**src/rtl/gray_seq_decoder_if.sv**
```systemverilog
// gray_seq_decoder_if
//   Bundles the sample stream and the decoder results.
//   master: drives in_valid/gray_in/clr_err, observes results (testbench/upstream)
//   slave : the decoder itself
//   in_valid, gray_in, clr_err        : sample strobe, Gray sample, error-counter clear
//   bin_out, step_up, step_dn, err    : decoded value and one-cycle classification pulses
//   locked, pos, err_cnt              : lock flag, modulo position, saturating error count
interface gray_seq_decoder_if #(
  parameter int WIDTH  = 3,
  parameter int POS_W  = 8,
  parameter int ERRC_W = 4
);
  logic              in_valid;
  logic [WIDTH-1:0]  gray_in;
  logic              clr_err;
  logic [WIDTH-1:0]  bin_out;
  logic              step_up;
  logic              step_dn;
  logic              err;
  logic              locked;
  logic [POS_W-1:0]  pos;
  logic [ERRC_W-1:0] err_cnt;

  modport master (
    output in_valid, gray_in, clr_err,
    input  bin_out, step_up, step_dn, err, locked, pos, err_cnt
  );

  modport slave (
    input  in_valid, gray_in, clr_err,
    output bin_out, step_up, step_dn, err, locked, pos, err_cnt
  );
endinterface

```
**src/rtl/gray_seq_decoder.sv**
```systemverilog
// gray_seq_decoder
//   Samples a Gray-coded state stream, decodes it to binary, classifies every
//   transition as step up / step down / hold / illegal and tracks a modulo
//   position plus a saturating error count. All outputs are registered
//   (one cycle from the in_valid sample).
//   clk   : system clock, rising edge
//   reset : synchronous, active-high, overrides everything
//   bus   : slave side of gray_seq_decoder_if (sample in, results out)
module gray_seq_decoder #(
  parameter int WIDTH  = 3,
  parameter int POS_W  = 8,
  parameter int ERRC_W = 4
) (
  input  logic              clk,
  input  logic              reset,
  gray_seq_decoder_if.slave bus
);

  localparam logic [1:0] UNLOCKED = 2'd0;
  localparam logic [1:0] LOCKED   = 2'd1;
  localparam logic [1:0] FAULT    = 2'd2;

  logic [1:0]        state_q, state_d;
  logic [WIDTH-1:0]  bin_q, bin_d;     // also serves as prev_bin
  logic              up_q, up_d;
  logic              dn_q, dn_d;
  logic              err_q, err_d;
  logic [POS_W-1:0]  pos_q, pos_d;
  logic [ERRC_W-1:0] errc_q, errc_d;

  function automatic logic [WIDTH-1:0] gray2bin(input logic [WIDTH-1:0] g);
    logic [WIDTH-1:0] b;
    b[WIDTH-1] = g[WIDTH-1];
    for (int i = WIDTH - 2; i >= 0; i--) b[i] = b[i+1] ^ g[i];
    return b;
  endfunction

  logic [WIDTH-1:0] new_bin, prev_gray, diff, bin_inc, bin_dec;
  logic             one_bit;

  // Previous Gray sample is re-encoded from the stored binary value rather
  // than kept in a second register; the two are always consistent.
  assign prev_gray = bin_q ^ (bin_q >> 1);
  assign new_bin   = gray2bin(bus.gray_in);
  assign diff      = bus.gray_in ^ prev_gray;
  // Hamming distance of exactly one: nonzero and a power of two.
  assign one_bit   = (diff != '0) && ((diff & (diff - WIDTH'(1))) == '0);
  assign bin_inc   = bin_q + WIDTH'(1);
  assign bin_dec   = bin_q - WIDTH'(1);

  always_comb begin
    state_d = state_q;
    bin_d   = bin_q;
    up_d    = 1'b0;
    dn_d    = 1'b0;
    err_d   = 1'b0;
    pos_d   = pos_q;
    if (bus.in_valid) begin
      case (state_q)
        LOCKED: begin
          if (diff == '0) begin
            // hold: nothing changes
          end else if (one_bit && new_bin == bin_inc) begin
            up_d  = 1'b1;
            bin_d = new_bin;
            pos_d = pos_q + POS_W'(1);
          end else if (one_bit && new_bin == bin_dec) begin
            dn_d  = 1'b1;
            bin_d = new_bin;
            pos_d = pos_q - POS_W'(1);
          end else begin
            // d>=2, or a single-bit flip that lands on a non-adjacent code
            err_d   = 1'b1;
            bin_d   = new_bin;
            state_d = FAULT;
          end
        end
        default: begin
          // UNLOCKED and FAULT both (re)seed on the next sample, no pulses
          bin_d   = new_bin;
          state_d = LOCKED;
        end
      endcase
    end
  end

  // Clear applies first so a same-cycle error leaves the count at one.
  always_comb begin
    errc_d = bus.clr_err ? '0 : errc_q;
    if (err_d && errc_d != '1) errc_d = errc_d + ERRC_W'(1);
  end

  always_ff @(posedge clk) begin
    if (reset) begin
      state_q <= UNLOCKED;
      bin_q   <= '0;
      up_q    <= 1'b0;
      dn_q    <= 1'b0;
      err_q   <= 1'b0;
      pos_q   <= '0;
      errc_q  <= '0;
    end else begin
      state_q <= state_d;
      bin_q   <= bin_d;
      up_q    <= up_d;
      dn_q    <= dn_d;
      err_q   <= err_d;
      pos_q   <= pos_d;
      errc_q  <= errc_d;
    end
  end

  assign bus.bin_out = bin_q;
  assign bus.step_up = up_q;
  assign bus.step_dn = dn_q;
  assign bus.err     = err_q;
  assign bus.locked  = (state_q == LOCKED);
  assign bus.pos     = pos_q;
  assign bus.err_cnt = errc_q;

endmodule

```
**src/flat_wrapper.sv**
```systemverilog
// flat-port wrapper written by rule: the top's interface ports become plain ports
module gray_seq_decoder_flat 
#(
  parameter int WIDTH  = 3,
  parameter int POS_W  = 8,
  parameter int ERRC_W = 4
)
  (clk, reset, bus_in_valid, bus_gray_in, bus_clr_err, bus_bin_out, bus_step_up, bus_step_dn, bus_err, bus_locked, bus_pos, bus_err_cnt);
  gray_seq_decoder_if #(.WIDTH(WIDTH), .POS_W(POS_W), .ERRC_W(ERRC_W)) bus_i ();
  input  logic clk;
  input  logic reset;
  input wire logic [$bits(bus_i.in_valid)-1:0] bus_in_valid;
  input wire logic [$bits(bus_i.gray_in)-1:0] bus_gray_in;
  input wire logic [$bits(bus_i.clr_err)-1:0] bus_clr_err;
  output wire logic [$bits(bus_i.bin_out)-1:0] bus_bin_out;
  output wire logic [$bits(bus_i.step_up)-1:0] bus_step_up;
  output wire logic [$bits(bus_i.step_dn)-1:0] bus_step_dn;
  output wire logic [$bits(bus_i.err)-1:0] bus_err;
  output wire logic [$bits(bus_i.locked)-1:0] bus_locked;
  output wire logic [$bits(bus_i.pos)-1:0] bus_pos;
  output wire logic [$bits(bus_i.err_cnt)-1:0] bus_err_cnt;
  assign bus_i.in_valid = bus_in_valid;
  assign bus_i.gray_in = bus_gray_in;
  assign bus_i.clr_err = bus_clr_err;
  assign bus_bin_out = bus_i.bin_out;
  assign bus_step_up = bus_i.step_up;
  assign bus_step_dn = bus_i.step_dn;
  assign bus_err = bus_i.err;
  assign bus_locked = bus_i.locked;
  assign bus_pos = bus_i.pos;
  assign bus_err_cnt = bus_i.err_cnt;
  gray_seq_decoder #(.WIDTH(WIDTH), .POS_W(POS_W), .ERRC_W(ERRC_W)) u_core (.clk(clk), .reset(reset), .bus(bus_i));
endmodule
```
**config.mk**
```make
export PLATFORM = sky130hd
export DESIGN_NAME = gray_seq_decoder_flat
export DESIGN_NICKNAME = d
export VERILOG_FILES = /design/src/rtl/gray_seq_decoder_if.sv /design/src/rtl/gray_seq_decoder.sv /design/src/flat_wrapper.sv
export SDC_FILE = /design/constraint.sdc
export NUM_CORES = 1
export LEC_CHECK = 0
export ABC_AREA = 1
export ABC_CLOCK_PERIOD_IN_PS = 4100
export BUFFER_PORTS_ARGS = -buffer_cell sky130_fd_sc_hd__buf_2
export CORE_MARGIN = 2
export CORE_UTILIZATION = 50
export DETAILED_ROUTE_END_ITERATION = 10
export GPL_ROUTABILITY_DRIVEN = 0
export PLACE_DENSITY_LB_ADDON = 0.25
export SYNTH_ARGS = -nofsm -noshare
export SYNTH_HDL_FRONTEND = slang
export SYNTH_SLANG_ARGS = --single-unit
```
**constraint.sdc**
```tcl
create_clock -name clk -period 4.1 [get_ports clk]
set_clock_uncertainty 0.15 [all_clocks]
set_input_delay 0.41 -clock clk [delete_from_list [all_inputs] [get_ports clk]]
set_output_delay 0.41 -clock clk [all_outputs]
set_load 0.02 [all_outputs]
```
==> impl_metrics.json <==
{
  "path_class": "reg2reg",
  "dieArea_um2": 3200,
  "period_needed_ns": 3.14,
  "pin_count": 26,
  "postCtsSetupBuffers": 0,
  "htree_levels": 1,
  "postRouteAntennaNets": 0,
  "r2r_slack_ns": 0.96,
  "final_common_cell": "nand2_1",
  "clkTransAtPathRegs_ns": 0.11,
  "finalSetupViolCount": 0,
  "wl_met2_um": 1240,
  "cts_buffer_depth": 2,
  "grt_pass1_vias": 1122,
  "maxSlewHeadroom": 0.737,
  "status": "complete, no violations",
  "crit_chain": "inv_1 > ha_1 > inv_1 > nor2_1 > nor2_1 > nand3_1 > nand2_1 > nand2_2 > nor2_8 > nand2_2 > ha_1 > a21oi_1 > o21ai_0 > a31oi_1 > nand3_1 > nand3_2 > nor2_1 > nor2_1 > nor2_1",
  "slowest_delay_ns": 0.41,
  "grt_usage": 0.177,
  "crit_path_end_kind": "flip-flop",
  "synth_cell_types": 26,
  "num_antenna_cells": 0,
  "routed_wl_um": 2620,
  "clock_latency_ns": 0.30,
  "wl_met1_um": 1280,
  "critPathSlowestCell": "dfxtp_1",
  "hold_end": "u_core.bus.err_cnt[0]",
  "drv_slew": 0,
  "grt_setup_unrepaired": "false",
  "synth_warnings": 0,
  "ir_worst_vdd_mv": 0.320,
  "setup_ws_ns": 0.960,
  "top_layer_used": "met4",
  "grt_pass1_wl_um": 4550,
  "initial_core_util": 0.515,
  "pre_cts_ws_ns": 0.971,
  "r2r_end": "u_core.bus.pos[7]",
  "min_path_cells": 2,
  "tightest_slew_ns": 0.394,
  "p_leak_nw": 0.842,
  "r2r-start": "u_core.bus.bin_out[1]",
  "min_path_type": "in2reg",
  "drt_first_iter_violations": 49,
  "antenna_found_initial": 0,
  "synth_area_per_cell_um2": 6.95,
  "synth_area_um2": 1380,
  "p_per_area_nw_per_um2": 369,
  "finalHoldViolCount": 0,
  "vias": 1265,
  "ff2ff_path_depth": 19,
  "area_delta_synth_final_pct": 14.6,
  "power_mw": 0.585,
  "fmax_mhz": 318,
  "die_height_um": 56.6,
  "drc": 0,
  "multiInputGateArea_um2": 867,
  "clock-root-buffer": "clkbuf_4",
  "ys_seq_area_frac": 0.289,
  "ctsResizeCount": 0,
  "period_share": 0.766,
  "dieWidth_um": 56.6,
  "max_cap_violations": 0,
  "wl_met3_um": 81,
  "crit_top_cell": "nor2_1",
  "cts_buffers": 3,
  "row_count": 19,
  "crit_required_ns": 4.16,
  "clock_sinks": 20,
  "min_from": "reset",
  "coreArea_um2": 2690,
  "syn_inst": 199,
  "syn-num-nets": 216,
  "layout_common_cells": "48 x nand2_1, 25 x buf_2, 22 x inv_1",
  "dr.pass1.iters": 4,
  "path_max_fanout": 10,
  "vias_per_cell": 4.92,
  "wire_per_inst_um": 10.2,
  "fill_cells": 260,
  "tns_ns": 0,
  "io_buffers": 25,
  "grt_max_degree": 15,
  "regArea_um2": 400,
  "nNetsFinal": 244,
  "holdWs_ns": 0.185,
  "dp_hpwl_um": 2050,
  "drive_gt1_frac": 0.243,
  "tritoncts": "yes",
  "cp.arrival_ns": 3.20,
  "start_kind": "flip-flop",
  "cts_hold_buf": 0,
  "ys_seq_elements": 20,
  "grt_remaining_overflow": 0
}
## cell usage after synthesis (all sizes together)
library cell	number	area [µm²]
nand2	59	259
a21oi	17	85.1
fa	1	20.0
buf	2	15.0
xnor2	3	26.3
a31oi	1	6.26
o21ai	15	82.6
nand3	18	100
nor2	21	124
o22ai	1	6.26
nand4	2	18.8
inv	27	101
dfxtp	20	400
ha	9	113
xor2	3	26.3
## how the worst max path moves through the flow
stage	from	endpoint	slack (ns)	cells after the start
2_1_floorplan	u_core.bus.bin_out[0]	u_core.bus.pos[7]	1.08	19
3_3_place_gp	u_core.bus.bin_out[1]	u_core.bus.pos[7]	1.03	19
3_5_place_dp	u_core.bus.bin_out[1]	u_core.bus.pos[7]	0.97	19
4_1_cts	u_core.bus.bin_out[1]	u_core.bus.pos[7]	0.94	19
5_1_grt	u_core.bus.bin_out[1]	u_core.bus.pos[7]	0.69	18
6_report	u_core.bus.bin_out[1]	u_core.bus.pos[7]	0.96	19
## critical path: cells and delay by family (launching register included)
family / cells / cell delay [ns]
and+or+nand+nor: 12 / 1.15
adders and majority gates: 2 / 0.69
AOI/OAI and AO/OA: 3 / 0.48
DFF: 1 / 0.41
buffers and inverters: 2 / 0.17
## power by group
group	internal, mW	switching (mW)
combinational	0.0726	0.135
sequential	0.206	0.00999
clock	0.0988	0.0619
## layer usage
metal | global-route usage | vias up
met5 | 0 | -
li1 | - | 695
met4 | 0.0408 | 0
met2 | 0.302 | 18
met1 | 0.220 | 550
met3 | 0.0484 | 2
## sequential cells by signal (all words and copies together) (netlist names)
register,count
u_core.bus.bin_out,3
u_core.state_q,2
u_core.bus.err,1
u_core.bus.err_cnt,4
u_core.bus.step_dn,1
u_core.bus.pos,8
u_core.bus.step_up,1
## kinds of logic (layout without fill, tap and decap cells)
group,after synthesis,in the layout,share of synthesized area
AO/OA/AOI/OAI,34,34,0.130
buffers and inverters,29,56,0.0841
AND/OR/NAND/NOR,100,100,0.363
adder cells (fa/ha/maj),10,10,0.0958
flip-flops,20,20,0.289
XOR/XNOR,6,6,0.0380
## area by class of cell
class                           count  area share
Clock buffer                        3      0.0142
Clock inverter                      1      0.0189
Inverter                           27      0.0639
Multi-Input combinational cell    150       0.547
Sequential cell                    20       0.253
Tap cell                           31      0.0245
Timing Repair Buffer               25      0.0789
## through the flow
| step | utilization | cells | instance area [µm²] |
|---|---|---|---|
| 3_5_place_dp | 0.571 | 253 | 1530 |
| 5_1_grt | 0.590 | 257 | 1590 |
| 3_3_place_gp | 0.571 | 253 | 1530 |
| 2_1_floorplan | - | 199 | 1380 |
| 6_report | 0.590 | 257 | 1590 |
| 4_1_cts | 0.590 | 257 | 1590 |
Power figures use the tool's default switching activity.
